### config.mk
export PLATFORM = sky130hd
export DESIGN_NAME = fetch_sequencer
export DESIGN_NICKNAME = d
export VERILOG_FILES = /design/src/rtl/fetch_sequencer.sv
export SDC_FILE = /design/constraint.sdc
export NUM_CORES = 1
export LEC_CHECK = 0
export BUFFER_PORTS_ARGS = -buffer_cell sky130_fd_sc_hd__buf_4
export CAP_MARGIN = 20
export CORE_MARGIN = 5
export CORE_UTILIZATION = 50
export DETAILED_ROUTE_END_ITERATION = 8
export PLACE_DENSITY = 0.73
export SYNTH_ARGS = -nofsm -noshare
export SYNTH_HDL_FRONTEND = slang
export SYNTH_SLANG_ARGS = --single-unit
### constraint.sdc
create_clock -name clk -period 2.8 [get_ports clk]
set_input_delay 0 -clock clk [delete_from_list [all_inputs] [get_ports clk]]
set_output_delay 0 -clock clk [all_outputs]
set_load 0.05 [all_outputs]
### src/rtl/fetch_sequencer.sv
`default_nettype none
// ============================================================================
//  Module      : fetch_sequencer
//  Description : Instruction-fetch controller. Holds the PC, issues one
//                word-aligned read per cycle to a registered-read instruction
//                memory, buffers returned {pc, instr} pairs in a small FIFO
//                and presents them to decode over valid/ready. A redirect
//                flushes buffered and in-flight fetches and restarts at the
//                target address.
//  Revision    : 1.0 - initial release
// ============================================================================
module fetch_sequencer #(
    parameter logic [31:0] RESET_PC = 32'h0000_0000,
    parameter int          DEPTH    = 2
) (
    input  logic        clk,
    input  logic        rst_n,
    output logic        imem_req,
    output logic [31:0] imem_addr,
    input  logic [31:0] imem_rdata,
    input  logic        redirect_valid,
    input  logic [31:0] redirect_pc,
    output logic        if_valid,
    input  logic        if_ready,
    output logic [31:0] if_instr,
    output logic [31:0] if_pc
);

    localparam int                 c_PTR_W = $clog2(DEPTH);
    localparam int                 c_CNT_W = $clog2(DEPTH + 1);
    localparam logic [c_CNT_W:0]   c_DEPTH = (c_CNT_W + 1)'(DEPTH);

    // Fetch-side state
    logic [31:0]        r_pc;
    logic               r_inflight;
    logic [31:0]        r_inflight_pc;
    logic               r_kill;

    // FIFO state
    logic [31:0]        r_fifo_pc    [DEPTH];
    logic [31:0]        r_fifo_instr [DEPTH];
    logic [c_PTR_W-1:0] r_rd_ptr;
    logic [c_PTR_W-1:0] r_wr_ptr;
    logic [c_CNT_W-1:0] r_count;

    logic               w_pop;
    logic               w_push;
    logic               w_issue;
    logic [c_CNT_W:0]   w_used;
    logic [31:0]        w_redirect_target;

    // Handshake and credit accounting. Slots already claimed are the buffered
    // entries plus the response still in flight, minus the entry leaving now.
    // Holding off the request while rst_n is low keeps the memory idle during
    // reset even though the credit check alone would allow a request.
    assign w_pop             = (r_count != '0) & if_ready;
    assign w_used            = {1'b0, r_count} + (c_CNT_W + 1)'(r_inflight)
                             - (c_CNT_W + 1)'(w_pop);
    assign w_issue           = rst_n & ~redirect_valid & (w_used < c_DEPTH);
    assign w_push            = r_inflight & ~r_kill & ~redirect_valid;
    assign w_redirect_target = redirect_pc & 32'hFFFF_FFFC;

    assign imem_req  = w_issue;
    assign imem_addr = r_pc;

    assign if_valid  = (r_count != '0);
    assign if_pc     = r_fifo_pc[r_rd_ptr];
    assign if_instr  = r_fifo_instr[r_rd_ptr];

    // PC, in-flight tracking and response-kill flag
    always_ff @(posedge clk or negedge rst_n) begin
        if (!rst_n) begin
            r_pc          <= RESET_PC;
            r_inflight    <= 1'b0;
            r_inflight_pc <= 32'h0000_0000;
            r_kill        <= 1'b0;
        end else if (redirect_valid) begin
            // The response for a request issued last cycle lands next cycle
            // and must be dropped; no request goes out this cycle.
            r_pc       <= w_redirect_target;
            r_inflight <= 1'b0;
            r_kill     <= r_inflight;
        end else begin
            r_kill     <= 1'b0;
            r_inflight <= w_issue;
            if (w_issue) begin
                r_inflight_pc <= r_pc;
                r_pc          <= r_pc + 32'd4;
            end
        end
    end

    // FIFO pointers and occupancy; a redirect empties the buffer
    always_ff @(posedge clk or negedge rst_n) begin
        if (!rst_n) begin
            r_rd_ptr <= '0;
            r_wr_ptr <= '0;
            r_count  <= '0;
        end else if (redirect_valid) begin
            r_rd_ptr <= '0;
            r_wr_ptr <= '0;
            r_count  <= '0;
        end else begin
            if (w_push) begin
                r_wr_ptr <= r_wr_ptr + 1'b1;
            end
            if (w_pop) begin
                r_rd_ptr <= r_rd_ptr + 1'b1;
            end
            case ({w_push, w_pop})
                2'b10:   r_count <= r_count + 1'b1;
                2'b01:   r_count <= r_count - 1'b1;
                default: r_count <= r_count;
            endcase
        end
    end

    // FIFO storage: each entry captures the returning word and its PC
    generate
        for (genvar gi = 0; gi < DEPTH; gi++) begin : g_entry
            // Entry gi written when it is the current write slot
            always_ff @(posedge clk or negedge rst_n) begin
                if (!rst_n) begin
                    r_fifo_pc[gi]    <= 32'h0000_0000;
                    r_fifo_instr[gi] <= 32'h0000_0000;
                end else if (w_push && (r_wr_ptr == c_PTR_W'(gi))) begin
                    r_fifo_pc[gi]    <= r_inflight_pc;
                    r_fifo_instr[gi] <= imem_rdata;
                end
            end
        end
    endgenerate

endmodule
`default_nettype wire

==> impl_metrics.xml <==
<?xml version="1.0" encoding="UTF-8"?>
<metrics>
  <group name="yosys">
    <metric name="async_set_or_reset_flop_fraction_in_the_synthesized_netlist" unit="%">100</metric>
    <metric name="syn_avg_cell_area" unit="sq um">12.2</metric>
    <metric name="postSynthRegisterBits" unit="">190</metric>
    <metric name="post_synth_num_cell_types" unit="">51</metric>
    <metric name="post_synth_mux_area_share" unit="%">24.7</metric>
    <metric name="syn_area" unit="sq um">8570</metric>
    <metric name="yosysWarnings" unit="">0</metric>
    <metric name="synth_seq_area_share" unit="%">55.5</metric>
    <metric name="simple_gate_fraction_of_synth_area" unit="%">10.8</metric>
    <metric name="synth_enable_flop_cells" unit="">0</metric>
    <metric name="syn_inst" unit="">703</metric>
    <metric name="synth-compound-area-share" unit="%">4.93</metric>
    <metric name="largest_family_of_logic_cells_by_synthesized_area" unit="">multiplexers</metric>
    <metric name="yosys_most_used_dff" unit="">sky130_fd_sc_hd__dfrtp_1</metric>
    <metric name="post_synth_xor_area_fraction" unit="%">0.613</metric>
    <metric name="synth_fa_ha_area_share" unit="%">0.525</metric>
  </group>
  <group name="cells_and_area">
    <metric name="antenna-diode-count" unit="">0</metric>
    <metric name="finish.net_count" unit="">1018</metric>
    <metric name="final.fill_count" unit="">1176</metric>
    <metric name="final_design_area_no_fill" unit="sq um">11700</metric>
    <metric name="layout.cells.most_common" unit="">sky130_fd_sc_hd__dfrtp_1</metric>
    <metric name="final_layout_size_suffix_gt1_share" unit="%">48.1</metric>
    <metric name="layout-area-overhead-vs-synth" unit="%">36.9</metric>
    <metric name="multiInputGateArea" unit="sq um">3740</metric>
    <metric name="ff_latch_area" unit="sq um">4760</metric>
    <metric name="final_core_util" unit="%">70.3</metric>
    <metric name="mostFrequentLayoutCells" unit="">sky130_fd_sc_hd__dfrtp_1 (188), sky130_fd_sc_hd__mux2_2 (186), sky130_fd_sc_hd__buf_4 (177)</metric>
  </group>
  <group name="grt">
    <metric name="antenna_found_initial" unit="">0</metric>
    <metric name="overflow" unit="">0</metric>
    <metric name="grt_start_max_net_pins" unit="">144</metric>
    <metric name="grtUsageTotal" unit="%">22.5</metric>
    <metric name="global_route_wire_length_before_repair" unit="um">36000</metric>
    <metric name="vias_in_the_first_global_route" unit="">6906</metric>
  </group>
  <group name="sta">
    <metric name="number_of_failing_setup_endpoints_in_the_final_timing_report" unit="">14</metric>
    <metric name="max_slew_margin" unit="%">42.1</metric>
    <metric name="finClkSkew" unit="ps">12.7</metric>
    <metric name="fin_worst_hold_slack" unit="ps">43.6</metric>
    <metric name="tightestPinTransition" unit="ps">862</metric>
    <metric name="grt_setup_unrepaired" unit="">yes</metric>
    <metric name="post-route-min-period" unit="ps">2850</metric>
    <metric name="report.final.slew_viol_count" unit="">0</metric>
    <metric name="final.setup.worst_slack" unit="ps">-50.3</metric>
    <metric name="hold_viol_final" unit="">0</metric>
    <metric name="fmaxAchievable" unit="MHz">351</metric>
    <metric name="min_period_over_period" unit="%">102</metric>
  </group>
  <group name="worst_setup_path">
    <metric name="cp_max_fo" unit="">6</metric>
    <metric name="worst_r2r_path_depth" unit="">11</metric>
    <metric name="cp.buffers_inverters" unit="">4</metric>
    <metric name="crit_path_start" unit="">r_count[0]$_DFFE_PN0P_</metric>
    <metric name="cp.arrival" unit="ps">2850</metric>
    <metric name="timing.critical_path.to_type" unit="">output pin</metric>
    <metric name="cp_slowest_stage_delay" unit="ps">520</metric>
    <metric name="worst_r2r_endpoint" unit="">imem_addr[13]$_DFFE_PN0P_</metric>
    <metric name="crit_chain" unit="">or2_4 &gt; nand2_4 &gt; inv_2 &gt; ha_4 &gt; nand2b_4 &gt; fa_2 &gt; nand2_2 &gt; or3_4 &gt; inv_8 &gt; buf_8 &gt; buf_8</metric>
    <metric name="worstSetupPathType" unit="">flip-flop to output pin</metric>
    <metric name="setup.worst_path.start_class" unit="">flip-flop</metric>
    <metric name="cp_top_family" unit="">simple AND/OR/NAND/NOR gates</metric>
    <metric name="critical_path_required" unit="ps">2800</metric>
    <metric name="crit_path_end" unit="">imem_req</metric>
    <metric name="timing.rr.start" unit="">r_count[0]$_DFFE_PN0P_</metric>
    <metric name="timing.critical_path.mode_cell" unit="">sky130_fd_sc_hd__buf_8</metric>
    <metric name="crit_cells" unit="">11</metric>
    <metric name="setup.reg_to_reg.worst_slack" unit="ps">-50</metric>
    <metric name="slowest_cell_on_the_critical_path" unit="">sky130_fd_sc_hd__fa_2</metric>
  </group>
  <group name="cts">
    <metric name="cts.htree.levels" unit="">4</metric>
    <metric name="clockRootBuffer" unit="">sky130_fd_sc_hd__clkbuf_16</metric>
    <metric name="cts.clk_slew.worst_paths" unit="ps">70</metric>
    <metric name="cts_buffer_depth" unit="">2</metric>
    <metric name="clk-insertion-delay-late" unit="ps">430</metric>
    <metric name="clock_tree_from_tritoncts" unit="">yes</metric>
    <metric name="cts-buffers-inserted" unit="">17</metric>
    <metric name="clock_sink_count" unit="">190</metric>
  </group>
  <group name="die">
    <metric name="horizontal_die_dimension" unit="um">141</metric>
    <metric name="core_area" unit="sq um">16700</metric>
    <metric name="io_pins" unit="">166</metric>
    <metric name="dieArea" unit="sq um">19900</metric>
    <metric name="die_height" unit="um">141</metric>
    <metric name="floorplan.initialDensity" unit="%">51.3</metric>
    <metric name="core.rowCount" unit="">47</metric>
  </group>
  <group name="place">
    <metric name="placedInstanceArea" unit="sq um">10100</metric>
    <metric name="place.port_buffers" unit="">159</metric>
    <metric name="place_congestion" unit="">0.932</metric>
    <metric name="place_hpwl" unit="um">14000</metric>
  </group>
  <group name="detailed_routing">
    <metric name="detail-route-antenna-nets" unit="">0</metric>
    <metric name="totalWireLength" unit="um">22700</metric>
    <metric name="detail_route.iter0.violations" unit="">446</metric>
    <metric name="vias" unit="">6604</metric>
    <metric name="drcViolationCount" unit="">0</metric>
    <metric name="dr.pass1.iters" unit="">5</metric>
    <metric name="route.detailed.wl_per_inst" unit="um">19.3</metric>
    <metric name="vias_per_cell" unit="">5.60</metric>
  </group>
  <group name="power">
    <metric name="power.net_switching" unit="W">0.00535</metric>
    <metric name="clockPowerShare" unit="%">18.8</metric>
    <metric name="swShare" unit="%">41.6</metric>
    <metric name="pwr-share-comb" unit="%">45.7</metric>
    <metric name="power_leakage" unit="nW">5.53</metric>
    <metric name="p_seq_share" unit="%">35.5</metric>
    <metric name="vdd_drop_max" unit="mV">0.949</metric>
    <metric name="power_per_cell_area" unit="nW/um^2">1100</metric>
    <metric name="internal_power" unit="W">0.00752</metric>
  </group>
  <group name="worst_hold_path">
    <metric name="worst_hold_path_type" unit="">input pin to flip-flop</metric>
    <metric name="worst_hold_startpoint" unit="">redirect_valid</metric>
  </group>
  <group name="job">
    <metric name="maxCapViolCount" unit="">0</metric>
  </group>
  <group name="run_status">
    <metric name="outcome" unit="">complete, but fails checks</metric>
    <metric name="violations" unit="">setup timing</metric>
  </group>
</metrics>
[state kept, by name, indices dropped and copies added (netlist names)]
signal         flops
r_wr_ptr           1
r_count            2
r_inflight         1
r_rd_ptr           1
r_fifo_pc         60
imem_addr         30
r_inflight_pc     30
r_kill             1
r_fifo_instr      64
[per-layer routing]
layer,GRT usage [%],vias up,part of all wire (%)
met1,29.4,3319,41
met3,4.88,41,5.9
met2,37.9,281,51
li1,-,2963,-
met4,6.88,0,2.0
met5,0,-,0
[synthesized netlist by cell type (all sizes together), types with 6 or more instances]
cell,instances,area share (%)
nand4,10,0.80
buf,32,2.0
a21oi,6,0.35
inv,10,0.44
o211ai,12,1.1
mux2,186,24
o21ai,16,0.93
o311ai,12,1.2
clkbuf,11,0.48
nor2,18,0.79
dfrtp,190,55
nand3,23,1.5
nand2,125,5.5
[layout make-up]
class | instances | share of cell area [%]
Tap cell | 220 | 2.35
Sequential cell | 190 | 40.5
Multi-Input combinational cell | 463 | 31.9
Clock buffer | 20 | 3.98
Clock inverter | 12 | 1.07
Timing Repair Buffer | 265 | 19.8
Inverter | 10 | 0.384
[power groups by stage]
| stage | Clock (W) | Sequential [W] | Combinational [W] |
|---|---|---|---|
| 2_1_floorplan | 0 | 0.00454 | 0.00396 |
| 3_3_place_gp | 0 | 0.00449 | 0.00550 |
| 3_5_place_dp | 0 | 0.00459 | 0.00560 |
| 4_1_cts | 0.00246 | 0.00455 | 0.00576 |
| 5_1_grt | 0.00259 | 0.00470 | 0.00620 |
| 6_report | 0.00242 | 0.00457 | 0.00588 |
[through the flow]
step                power (W)  cells  setup TNS (ps)  setup WS (ps)
floorplan             0.00851    706           -1450           -135
global placement      0.00999   1064           -6.01          -6.01
detailed placement     0.0102   1064            -280          -52.2
CTS                    0.0128   1169            -854          -87.7
global route           0.0135   1180           -2700           -163
finish                 0.0129   1180            -327          -50.3
[logic make-up (layout without fill, tap and decap cells)]
kind of cell             count (synthesis)  in the layout
AO/OA/AOI/OAI                           60             60
XOR/XNOR                                 6              6
adder cells (fa/ha/maj)                  3              3
buffers and inverters                   53            307
flip-flops                             190            190
multiplexers                           188            188
other                                    1              4
AND/OR/NAND/NOR                        202            202
[worst min path at each step]
stage	slack, ps	depth (start not counted)	end
finish	40	2	r_rd_ptr$_DFFE_PN0P_
global route	60	2	r_wr_ptr$_DFFE_PN0P_
CTS	20	2	r_rd_ptr$_DFFE_PN0P_
detailed placement	-20	1	r_fifo_pc[8]$_DFFE_PN0P_
global placement	-30	1	r_fifo_pc[10]$_DFFE_PN0P_
floorplan	-300	0	imem_addr[10]$_DFFE_PN0P_
[worst register-to-register path, cell delays in order (launching register included)]
cell                       delay, ps
sky130_fd_sc_hd__dfrtp_1         390
sky130_fd_sc_hd__or2_4           270
sky130_fd_sc_hd__nand2_4          60
sky130_fd_sc_hd__inv_2            40
sky130_fd_sc_hd__ha_4            190
sky130_fd_sc_hd__nand2b_4        130
sky130_fd_sc_hd__fa_2            520
sky130_fd_sc_hd__nand2_2          50
sky130_fd_sc_hd__or3_4           400
sky130_fd_sc_hd__buf_6           150
sky130_fd_sc_hd__or4_4           510
sky130_fd_sc_hd__nand3_2          80
[timing repair]
action | CTS | global route
hold buffers | 65 | 0
endpoints found under the hold margin | 142 | 0
buffers inserted | 8 | 9
resized for setup | 19 | 28
pin swaps | 10 | 16
cloned | 0 | 3
setup endpoints to repair | 13 | 50
Note: power is estimated with default switching activity, not from simulation.
